File: src/rtl/mul_pkg.sv
// Shared constants and the product-stage record for the pipelined multiplier.
package mul_pkg;

  localparam int unsigned STAGES_MIN = 1;
  localparam int unsigned STAGES_MAX = 8;

  localparam int unsigned DEF_BITLEN = 17;
  localparam int unsigned DEF_TAG_W  = 4;

  // Product width carried by every product stage.
  function automatic int unsigned prod_w(input int unsigned bitlen);
    return 2 * bitlen;
  endfunction

  // Product-stage record at the default widths; mul_pipe re-declares the same
  // layout at its own parameter widths.
  typedef struct packed {
    logic                         valid;
    logic [DEF_TAG_W-1:0]         tag;
    logic [2*DEF_BITLEN-1:0]      prod;
  } stage_rec_t;

endpackage

File: src/rtl/mul_trees.sv
// Radix-4 Booth multiplier core: signed N x N operands, product truncated to OUT_W bits.
module mul_trees #(
  parameter int unsigned N     = 18,
  parameter int unsigned OUT_W = 2 * N
) (
  input  logic signed [N-1:0] a_i,
  input  logic signed [N-1:0] b_i,
  output logic [OUT_W-1:0]    p_o
);

  localparam int unsigned D = (N + 1) / 2;

  logic signed [2*D-1:0] b_sx;
  logic [2*D:0]          bx;
  logic [OUT_W-1:0]      a_sx;
  logic [OUT_W-1:0]      pp;

  // Recode the multiplier into D Booth digits and accumulate modulo 2^OUT_W.
  always_comb begin
    b_sx = (2*D)'(b_i);
    bx   = {b_sx, 1'b0};
    a_sx = OUT_W'(a_i);
    pp   = '0;
    p_o  = '0;
    for (int unsigned j = 0; j < D; j++) begin
      case (bx[2*j +: 3])
        3'b001, 3'b010: pp = a_sx;
        3'b011:         pp = a_sx << 1;
        3'b100:         pp = -(a_sx << 1);
        3'b101, 3'b110: pp = -a_sx;
        default:        pp = '0;
      endcase
      p_o = p_o + (pp << (2*j));
    end
  end

endmodule

File: src/rtl/mul_pipe.sv
// Valid/ready pipelined multiplier: operand register, Booth core, STAGES product
// registers with per-stage load enables so bubbles collapse under backpressure.
module mul_pipe
  import mul_pkg::*;
#(
  parameter int unsigned BITLEN = 17,
  parameter int unsigned STAGES = 2,
  parameter int unsigned TAG_W  = 4
) (
  input  logic                  clk,
  input  logic                  reset,
  input  logic                  in_valid,
  output logic                  in_ready,
  input  logic [BITLEN-1:0]     in_a,
  input  logic [BITLEN-1:0]     in_b,
  input  logic                  in_signed,
  input  logic [TAG_W-1:0]      in_tag,
  output logic                  out_valid,
  input  logic                  out_ready,
  output logic [2*BITLEN-1:0]   out_c,
  output logic [TAG_W-1:0]      out_tag
);

  localparam int unsigned PW = prod_w(BITLEN);
  localparam int unsigned EW = BITLEN + 1;

  typedef struct packed {
    logic              valid;
    logic [TAG_W-1:0]  tag;
    logic [PW-1:0]     prod;
  } stage_t;

  typedef struct packed {
    logic              valid;
    logic              sgn;
    logic [TAG_W-1:0]  tag;
    logic [BITLEN-1:0] a;
    logic [BITLEN-1:0] b;
  } opnd_t;

  opnd_t                 s0_q, s0_d;
  stage_t                s1_q, s1_d;
  stage_t [STAGES:1]     st_w;
  logic   [STAGES:0]     ld_c;
  logic                  ld_carry;
  logic   [EW-1:0]       a_ext, b_ext;
  logic   [PW-1:0]       core_p;

  // A stage loads when it is empty or everything downstream of it moves.
  always_comb begin
    ld_c     = '0;
    ld_carry = out_ready || !st_w[STAGES].valid;
    ld_c[STAGES] = ld_carry;
    for (int k = int'(STAGES) - 1; k >= 1; k--) begin
      ld_carry = ld_carry || !st_w[k].valid;
      ld_c[k]  = ld_carry;
    end
    ld_c[0] = ld_carry || !s0_q.valid;
  end

  assign in_ready = ld_c[0] && !reset;

  always_comb begin
    s0_d = s0_q;
    if (ld_c[0]) begin
      s0_d.valid = in_valid;
      s0_d.sgn   = in_signed;
      s0_d.tag   = in_tag;
      s0_d.a     = in_a;
      s0_d.b     = in_b;
    end
  end

  always_ff @(posedge clk) begin
    if (reset) s0_q <= '0;
    else       s0_q <= s0_d;
  end

  assign a_ext = {s0_q.sgn & s0_q.a[BITLEN-1], s0_q.a};
  assign b_ext = {s0_q.sgn & s0_q.b[BITLEN-1], s0_q.b};

  mul_trees #(
    .N     (EW),
    .OUT_W (PW)
  ) u_core (
    .a_i (a_ext),
    .b_i (b_ext),
    .p_o (core_p)
  );

  always_comb begin
    s1_d = s1_q;
    if (ld_c[1]) begin
      s1_d.valid = s0_q.valid;
      s1_d.tag   = s0_q.tag;
      s1_d.prod  = core_p;
    end
  end

  always_ff @(posedge clk) begin
    if (reset) s1_q <= '0;
    else       s1_q <= s1_d;
  end

  assign st_w[1] = s1_q;

  // Remaining product stages only retime the record.
  for (genvar k = 2; k <= int'(STAGES); k++) begin : g_retime
    stage_t rec_q, rec_d;

    always_comb begin
      rec_d = rec_q;
      if (ld_c[k]) rec_d = st_w[k-1];
    end

    always_ff @(posedge clk) begin
      if (reset) rec_q <= '0;
      else       rec_q <= rec_d;
    end

    assign st_w[k] = rec_q;
  end

  assign out_valid = st_w[STAGES].valid;
  assign out_c     = st_w[STAGES].prod;
  assign out_tag   = st_w[STAGES].tag;

endmodule
File: config.mk
export PLATFORM = sky130hd
export DESIGN_NAME = mul_pipe
export DESIGN_NICKNAME = d
export VERILOG_FILES = /design/src/rtl/mul_pkg.sv /design/src/rtl/mul_trees.sv /design/src/rtl/mul_pipe.sv
export SDC_FILE = /design/constraint.sdc
export NUM_CORES = 1
export LEC_CHECK = 0
export BUFFER_PORTS_ARGS = -buffer_cell sky130_fd_sc_hd__buf_2
export CAP_MARGIN = 25
export CELL_PAD_IN_SITES_DETAIL_PLACEMENT = 2
export CELL_PAD_IN_SITES_GLOBAL_PLACEMENT = 2
export CORE_ASPECT_RATIO = 1.4
export CORE_MARGIN = 2
export CORE_UTILIZATION = 32
export DETAILED_ROUTE_END_ITERATION = 8
export PLACE_DENSITY = 0.78
export SYNTH_ARGS = -nofsm -noshare
export SYNTH_HDL_FRONTEND = slang
export SYNTH_SLANG_ARGS = --single-unit
File: constraint.sdc
create_clock -name clk -period 14.9 [get_ports clk]
set_clock_uncertainty 0.15 [all_clocks]
set_input_delay 0.745 -clock clk [delete_from_list [all_inputs] [get_ports clk]]
set_output_delay 0.745 -clock clk [all_outputs]
set_load 0.01 [all_outputs]
==> flow_summary.yaml, run 1 <==
timing:
  post-route-min-period_ps: 10520
  max_freq_mhz: 95.1
  worst_pin_slew_ps: 1130
  crit_share_post_route_pct: 70.6
  timing.final.setup_violations: 0
  slew_violations: 0
  grt_setup_unrepaired: "false"
  hold_viol: 0
  maxSlewHeadroom_pct: 24.2
  totalNegativeSetupSlack_ps: 0
die:
  ios: 83
  core_sq_um: 54300
  die-area_sq_um: 57000
  dieWidth_um: 202
  die_height_um: 282
  start_util_pct: 32.4
  std_cell_rows: 101
hold_path:
  worst_hold_path_type: "register to register"
detailed_routing:
  count_of_nets_left_with_antenna_violations_after_detail_routing: 0
  drc: 0
  vias: 19819
  vias_per_cell: 6.23
  dr.pass1.iters: 5
  route.detailed.wl_per_inst_um: 29.4
  wl_um: 93400
  drt_first_iter_violations: 1561
critical_path:
  reg2reg_setup_slack_ps: 4380
  worst-endpoint-arrival_ps: 10750
  worst_ep_required_ps: 15130
  critPathLaunchType: "register"
  timing.critical_path.slowest_stage_cell: "nor4b_1"
  timing.setup.critical_path_class: "register to register"
  critPathCaptureType: "register"
  critical-path-max-stage-delay_ps: 880
  crit_path_max_fanout: 19
power_and_ir_drop:
  cellLeakagePower_nw: 8.13
  power_density_nw_per_um2: 190
  vdd_drop_max_uv: 118
synth:
  synth_fp_nets: 2759
  syn-cell-area_sq_um: 17600
  netlist_instances: 2504
  synth_warnings: 0
  share_of_synthesized_flip_flops_with_an_asynchronous_set_or_reset_pct: 0
  synth-seq-cells: 118
  synth_cell_types: 71
  synth_flop_cell: "dfxtp_1"
  synthesis.area_per_instance_sq_um: 7.03
  yosysSeqAreaShare_pct: 13.4
  synth_enable_flop_cells: 0
cts:
  cts-htree-levels: 4
  tritoncts.num_buffers: 17
  cts_root_buf: "clkbuf_16"
  cts.path.max_buffers: 2
  tritoncts: "built"
  ctsResizeCount: 0
  num_clock_sinks: 118
  cts_setup_buffers: 0
  worst_setup_hold_path_clk_slew_ps: 90
  cts-hold-fix-buffers: 0
  clk-insertion-delay-late_ps: 470
cells_and_area:
  design.final.nets: 2702
  finalCoreUtilization_pct: 35.4
  final-instance-count-excl-fill: 3182
  nFillCells: 6409
  ff_latch_area_sq_um: 2380
  drive_above_1_share_pct: 10.7
  synthToLayoutAreaGrowth_pct: 9.34
  total_area_of_multi_input_combinational_cells_sq_um: 13500
  layout.cell_area.non_filler_sq_um: 19300
placement:
  number_of_port_buffers: 82
  placedCellCount: 3145
  finalWeightedCongestion: 1.02
  dp.final_hpwl_um: 67200
  dpl-instance-area_sq_um: 18600
global_route:
  grtUsageTotal_pct: 32.8
  gr-total-overflow: 0
  initial_antenna_violation_count: 0
  grt_start_max_net_pins: 69
  global_route_wire_length_before_repair_um: 140000
  first_global_vias: 21562
run_status:
  outcome: "finished, final reports clean"
job:
  number_of_max_cap_violations: 0
cells by family (layout without fill, tap and decap cells):
family / after synthesis / in the layout / share of synthesized area, %
xor+xnor: 70 / 70 / 3.64
compound gates: 802 / 802 / 27.4
simple gates: 765 / 765 / 18.2
other cells: 0 / 1 / 0
fa+ha+maj: 215 / 215 / 22.0
mux: 82 / 82 / 5.59
flops: 118 / 118 / 13.4
buf+inv: 452 / 408 / 9.73
cells in the final DEF (no fill, tap or decap), drive strengths merged, types with 34 or more instances in the layout:
master  Yosys  final
nand2     442    442
a21oi     326    326
fa        159    159
nor2      181    181
xnor2      49     49
mux2i      41     41
dfxtp     118    118
o211ai     34     34
buf        36    156
o22ai      46     46
inv       214    224
ha         53     53
o21ai     186    186
flip-flops by register name, indices dropped and copies added, names as in the netlist:
name       count
out_c         34
s0_q           6
b_ext         17
s1_q          39
out_tag        4
out_valid      1
a_ext         17
stage by stage:
step | power [mW] | hold slack (ps) | worst slack [ps]
floorplan | 2.27 | 282 | 7330
global placement | 2.99 | 286 | 5000
detailed placement | 3.12 | 298 | 4840
CTS | 3.65 | 305 | 4820
global route | 3.97 | 323 | 4120
finish | 3.66 | 303 | 4380
layout make-up:
class	instances	area share, %
Timing Repair Buffer	158	5.19
Multi-Input combinational cell	1934	70.4
Clock buffer	17	2.21
Antenna cell	1	0.0130
Clock inverter	15	0.955
Sequential cell	118	12.3
Inverter	218	4.25
Tap cell	721	4.68
power by group:
part	switching (mW)	leakage, nW	internal (mW)
registers	0.0373	0.980	0.387
logic	1.69	6.86	1.08
clock network	0.204	0.295	0.255
total	1.93	8.13	1.73
synthesized netlist by cell type, drive strengths merged, types with 15 or more instances:
cell	n	share of area, %
nand2	442	9.4
a21oi	326	9.3
inv	214	4.6
clkbuf	198	4.2
o21ai	186	5.3
nor2	181	3.9
fa	159	18
dfxtp	118	13
ha	53	3.8
xnor2	49	2.4
o22ai	46	1.6
mux2i	41	2.3
buf	36	0.86
o211ai	34	1.4
a221oi	32	1.6
mux2	31	2.0
nor3	29	0.85
a31oi	24	0.89
a211oi	23	0.98
nand2b	21	0.75
nor2b	21	0.75
nand3	20	0.57
a32oi	19	0.94
xor2	19	0.94
a21o	16	0.68
a22oi	15	0.64
layer usage:
layer  vias to the layer above  wire (um)  GRT usage, %
li1                       8422          -             -
met1                     10011      33600          35.6
met2                       980      44500          55.5
met3                       406       6260          6.21
met4                         0       9020          27.3
met5                         -          0             0
final timing paths:
| path | endpoint | cells after the start | startpoint |
|---|---|---|---|
| max | s1_q[33]$_SDFFE_PP0P_ | 28 | a_ext[0]$_SDFFE_PP0N_ |
| min | out_c[2]$_SDFFE_PP0P_ | 2 | out_c[2]$_SDFFE_PP0P_ |
| max reg2reg | s1_q[33]$_SDFFE_PP0P_ | 28 | a_ext[0]$_SDFFE_PP0N_ |
| min reg2reg | out_c[2]$_SDFFE_PP0P_ | 2 | out_c[2]$_SDFFE_PP0P_ |
critical path: cells and delay by family (launching register included):
family | cells | cell delay, ps
mux | 1 | 230
xor+xnor | 1 | 160
flops | 1 | 550
simple gates | 5 | 2730
buf+inv | 5 | 680
fa+ha+maj | 6 | 2690
compound gates | 10 | 3240
(Power assumes the default switching activity.)
==> run 2: changes to the inputs <==
--- a/config.mk
+++ b/config.mk
@@ -5,6 +5,7 @@
 export SDC_FILE = /design/constraint.sdc
 export NUM_CORES = 1
 export LEC_CHECK = 0
+export ABC_AREA = 1
 export BUFFER_PORTS_ARGS = -buffer_cell sky130_fd_sc_hd__buf_2
 export CAP_MARGIN = 25
 export CELL_PAD_IN_SITES_DETAIL_PLACEMENT = 2
==> constraint.sdc (replaced) <==
create_clock -name clk -period 10.8 [get_ports clk]
set_clock_uncertainty 0.15 [all_clocks]
set_input_delay 0.54 -clock clk [delete_from_list [all_inputs] [get_ports clk]]
set_output_delay 0.54 -clock clk [all_outputs]
set_load 0.01 [all_outputs]
==> flow_summary.yaml, run 2 <==
global_route:
  first_global_vias: 16621
  global_route_wire_length_before_repair_um: 106000
  grt_start_max_net_pins: 69
  gr-total-overflow: 0
  initial_antenna_violation_count: 0
  grtUsageTotal_pct: 30.9
power_and_ir_drop:
  vdd_drop_max_uv: 145
  power_density_nw_per_um2: 306
  power.total_mw: 4.82
  cellLeakagePower_nw: 7.55
placement:
  placedCellCount: 2515
  dp.final_hpwl_um: 54300
  detailedPlace.worstSlack_ps: 2970
  number_of_port_buffers: 82
  finalWeightedCongestion: 1.02
  dpl-instance-area_sq_um: 15100
synth:
  synthesis.area_per_instance_sq_um: 7.26
  library_cell_with_the_largest_summed_area_after_synthesis: "fa_1"
  synth_cell_types: 52
  post-synth-top-count-cell: "inv_1"
  area_contributors_post_synth: "fa_1 22%, dfxtp_1 17%, inv_1 9.2%, nand2_1 5.8%, nor2_1 5.0%"
  synth_enable_flop_cells: 0
  commonest_cells_post_synth: "351 x inv_1, 220 x nand2_1, 192 x nor2_1, 159 x fa_1, 141 x a21oi_1"
  synth_fp_nets: 2226
  synth-seq-cells: 118
  synth_flop_cell: "dfxtp_1"
  syn-cell-area_sq_um: 14300
  share_of_synthesized_flip_flops_with_an_asynchronous_set_or_reset_pct: 0
  yosysSeqAreaShare_pct: 16.5
  netlist_instances: 1971
  synth_warnings: 0
  area_share_of_the_largest_cell_type_after_synthesis_pct: 22.3
detailed_routing:
  drc: 0
  vias_per_cell: 5.99
  vias: 15252
  route.detailed.wl_per_inst_um: 27.8
  wl_um: 70800
  count_of_nets_left_with_antenna_violations_after_detail_routing: 0
  dr.pass1.iters: 5
  drt_first_iter_violations: 1083
timing:
  grt_setup_unrepaired: "false"
  final_hold_slack_ps: 191
  slew_violations: 0
  maxSlewHeadroom_pct: 27.1
  max_freq_mhz: 127
  hold_viol: 0
  crit_share_post_route_pct: 73.2
  worst_pin_slew_ps: 1080
  post-route-min-period_ps: 7900
  totalNegativeSetupSlack_ps: 0
  timing.final.setup_violations: 0
  layout_setup_ws_ps: 2900
cts:
  cts_setup_buffers: 0
  ctsResizeCount: 0
  tritoncts.num_buffers: 17
  tritoncts: "built"
  num_clock_sinks: 118
  cts-hold-fix-buffers: 0
  cts-htree-levels: 4
  cts.path.max_buffers: 2
  clk-insertion-delay-late_ps: 440
  worst_setup_hold_path_clk_slew_ps: 70
  cts_root_buf: "clkbuf_16"
cells_and_area:
  design.final.nets: 2232
  largest_register_ffs: 39
  diodes: 0
  synthToLayoutAreaGrowth_pct: 10.3
  total_area_of_multi_input_combinational_cells_sq_um: 10000
  drive_above_1_share_pct: 11.2
  ff_latch_area_sq_um: 2360
  largest-register: "s1_q"
  finalCoreUtilization_pct: 35.8
  nFillCells: 5260
  final-instance-count-excl-fill: 2548
  layout_commonest_cell: "inv_1"
  mostFrequentLayoutCells: "350 x inv_1, 220 x nand2_1, 187 x nor2_1"
  layout.cell_area.non_filler_sq_um: 15800
die:
  ios: 83
  core_sq_um: 44100
  start_util_pct: 32.5
  dieWidth_um: 183
  std_cell_rows: 91
  die_height_um: 254
  die-area_sq_um: 46400
critical_path:
  critPathMostFrequentCell: "inv_1"
  path_delay_family: "adder cells"
  timing.critical_path.slowest_stage_cell: "a221oi_2"
  crit_path_max_fanout: 13
  critPathCaptureType: "register"
  critPathLaunchType: "register"
  critical-path-max-stage-delay_ps: 840
  worst_ep_required_ps: 11030
  worst-endpoint-arrival_ps: 8140
  number_of_buffer_and_inverter_stages_on_the_critical_path: 7
  timing.setup.critical_path_class: "register to register"
job:
  number_of_max_cap_violations: 0
hold_path:
  worst_hold_path_type: "input port to register"
run_status:
  outcome: "finished, final reports clean"
-- run 2: metal layers --
metal | GRT usage (%) | vias up | wire length [um] | share of wire (%)
met5 | 0 | - | 0 | 0
met4 | 19.4 | 0 | 4950 | 7.0
met3 | 4.64 | 251 | 4100 | 5.8
met2 | 54.1 | 646 | 34600 | 49
met1 | 35.3 | 7786 | 27100 | 38
li1 | - | 6569 | - | -
-- run 2: path summary, 6_finish.rpt --
path / start / endpoint / slack, ps / cells after the start
min: in_valid / s0_q[39]$_SDFFE_PP0N_ / 190 / 3
max reg2reg: a_ext[0]$_SDFFE_PP0N_ / s1_q[27]$_SDFFE_PP0P_ / 2900 / 27
min reg2reg: s1_q[0]$_SDFFE_PP0P_ / s1_q[0]$_SDFFE_PP0P_ / 320 / 2
max: a_ext[0]$_SDFFE_PP0N_ / s1_q[27]$_SDFFE_PP0P_ / 2900 / 27
-- run 2: power by group --
| group | switching (mW) | total, mW | leakage [nW] | internal, mW |
|---|---|---|---|---|
| combinational | 2.36 | 3.64 | 6.27 | 1.28 |
| clock | 0.256 | 0.607 | 0.299 | 0.351 |
| sequential | 0.0506 | 0.581 | 0.977 | 0.531 |
| total | 2.67 | 4.82 | 7.55 | 2.16 |
-- run 2: worst min-delay path, cell delays in order --
cell and delay [ps]:
buf_2 100, inv_1 40, a21oi_1 50
-- run 2: final cells by class --
| class | instances | share of cell area [%] |
|---|---|---|
| timing repair buffer | 108 | 4.06 |
| inverter | 381 | 9.10 |
| clock buffer | 17 | 2.70 |
| multi-input combinational | 1351 | 63.6 |
| clock inverter | 15 | 1.17 |
| sequential | 118 | 15.0 |
| tap | 558 | 4.43 |
-- run 2: logic make-up after synthesis --
| logic type | synth area share [%] |
|---|---|
| adder cells (fa/ha/maj) | 26.9 |
| flip-flops | 16.5 |
| buffers and inverters | 13.5 |
| AO/OA/AOI/OAI | 23.9 |
| XOR/XNOR | 1.04 |
| AND/OR/NAND/NOR | 18.1 |
==> run 3: changes to the inputs <==
--- a/config.mk
+++ b/config.mk
@@ -5,7 +5,7 @@
 export SDC_FILE = /design/constraint.sdc
 export NUM_CORES = 1
 export LEC_CHECK = 0
-export ABC_AREA = 1
+export ABC_AREA = 0
 export BUFFER_PORTS_ARGS = -buffer_cell sky130_fd_sc_hd__buf_2
 export CAP_MARGIN = 25
 export CELL_PAD_IN_SITES_DETAIL_PLACEMENT = 2
==> constraint.sdc (replaced) <==
create_clock -name clk -period 7.6 [get_ports clk]
set_clock_uncertainty 0.15 [all_clocks]
set_input_delay 0.38 -clock clk [delete_from_list [all_inputs] [get_ports clk]]
set_output_delay 0.38 -clock clk [all_outputs]
set_load 0.01 [all_outputs]
==> flow_summary.yaml, run 3 (same netlist as run 1, synthesis figures left out) <==
cts:
  num_clock_sinks: 118
  cts_root_buf: "clkbuf_16"
  clk-insertion-delay-late_ps: 490
  cts-htree-levels: 4
  tritoncts.num_buffers: 17
  worst_setup_hold_path_clk_slew_ps: 70
  cts.path.max_buffers: 2
  tritoncts: "built"
die:
  std_cell_rows: 101
  start_util_pct: 32.4
  die_height_um: 282
  core_sq_um: 54300
  die-area_sq_um: 57000
  ios: 83
  dieWidth_um: 202
power_and_ir_drop:
  cellLeakagePower_nw: 9.28
  vdd_drop_max_uv: 272
  power_density_nw_per_um2: 407
critical_path:
  reg2reg_setup_slack_ps: 160
  timing.setup.critical_path_class: "register to register"
  critPathCaptureType: "register"
  critPathLaunchType: "register"
  r2r.worst_path.cells: 26
  worst_ep_required_ps: 7760
  crit_path_max_fanout: 10
  worst-endpoint-arrival_ps: 7610
cells_and_area:
  layout_commonest_cell: "nand2_1"
  layout.cell_area.non_filler_sq_um: 21300
  largest_register_ffs: 39
  largest-register: "s1_q"
  nFillCells: 6407
  diodes: 0
  design.final.nets: 2924
  drive_above_1_share_pct: 19.2
  mostFrequentLayoutCells: "439 x nand2_1, 322 x a21oi_1, 275 x buf_4"
  synthToLayoutAreaGrowth_pct: 20.8
run_status:
  outcome: "finished, final reports clean"
detailed_routing:
  routed.top_layer: "met5"
  route.detailed.wl_per_inst_um: 30.3
  count_of_nets_left_with_antenna_violations_after_detail_routing: 0
  route.layer.met1.wl_um: 39100
  dr.pass1.iters: 5
  drc: 0
  met3_length_um: 5280
  vias: 20518
  vias_per_cell: 6.03
  wl_um: 103000
  drt_first_iter_violations: 1515
  route.met2.wl_um: 49500
timing:
  hold_viol: 0
  final_hold_slack_ps: 28.2
  worst_pin_slew_ps: 1180
  slew_violations: 0
  max_freq_mhz: 134
  maxSlewHeadroom_pct: 20.7
  post-route-min-period_ps: 7440
  timing.final.setup_violations: 0
  crit_share_post_route_pct: 98.0
placement:
  finalWeightedCongestion: 1.03
  number_of_port_buffers: 82
  dp.final_hpwl_um: 77900
  dpl-instance-area_sq_um: 20100
job:
  number_of_max_cap_violations: 0
global_route:
  initial_antenna_violation_count: 1
  grt_start_max_net_pins: 86
  global_route_wire_length_before_repair_um: 150000
  grtUsageTotal_pct: 35.9
  first_global_vias: 22232
  gr-total-overflow: 0
hold_path:
  worst_hold_path_type: "input port to register"
  hold_depth: 3
-- run 3: cell type report --
class	instances	area, sq um	share of cell area, %
inverters	218	818	3.84
clock inverters	14	164	0.770
repair buffers	380	2750	12.9
multi-input cells	1934	13800	65.0
well taps	721	902	4.24
flip-flops and latches	118	2380	11.2
clock buffers	18	439	2.06
-- run 3: critical path: stages (launching register included) --
cell	delay (ps)
dfxtp_1	320
buf_6	160
or4_4	610
or3_4	420
buf_4	180
nor2_1	370
o21ai_0	360
a21oi_1	400
fa_1	510
fa_1	510
inv_1	50
fa_1	470
inv_1	50
fa_1	540
inv_1	50
ha_1	210
buf_4	150
a21o_1	170
a21o_1	210
a21oi_2	190
o22ai_4	120
a221o_1	380
buf_4	160
buf_4	120
xnor2_1	140
o21ai_0	110
nor2b_1	160
-- run 3: metal layers --
layer | vias to the layer above | GRT usage (%)
li1 | 8861 | -
met1 | 10532 | 40.7
met2 | 816 | 62.0
met3 | 307 | 4.54
met4 | 2 | 26.6
met5 | - | 0
-- run 3: worst paths after layout --
kind,startpoint,endpoint
hold reg to reg,out_c[21]$_SDFFE_PP0P_,out_c[21]$_SDFFE_PP0P_
hold / removal,in_tag[1],s0_q[35]$_SDFFE_PP0N_
setup / recovery,a_ext[1]$_SDFFE_PP0N_,s1_q[28]$_SDFFE_PP0P_
setup reg to reg,a_ext[1]$_SDFFE_PP0N_,s1_q[28]$_SDFFE_PP0P_
-- run 3: timing repair --
item	4_1_cts	5_1_grt
gates cloned	1	0
endpoints found under the hold margin	17	0
pin swaps	3	29
setup endpoints to repair	10	15
hold buffers	17	0
setup buffers	2	13
gates resized for setup	15	57
-- run 3: where the power goes --
part           internal [mW]  switching (mW)  total, mW
clock                  0.501           0.412      0.913
combinational           2.95            3.94       6.89
sequential             0.759          0.0914      0.850
total                   4.21            4.45       8.66
-- run 3: through the flow --
stage / worst slack (ps) / total power, mW / setup TNS (ps) / instances / utilization, %
2_1_floorplan: 27.0 / 4.44 / 0 / 2504 / -
3_3_place_gp: 81.6 / 6.72 / 0 / 3338 / 37.0
3_5_place_dp: -114 / 7.06 / -282 / 3339 / 37.0
4_1_cts: 25.9 / 8.29 / 0 / 3391 / 38.6
5_1_grt: -104 / 9.25 / -148 / 3403 / 39.2
6_report: 156 / 8.66 / 0 / 3403 / 39.2
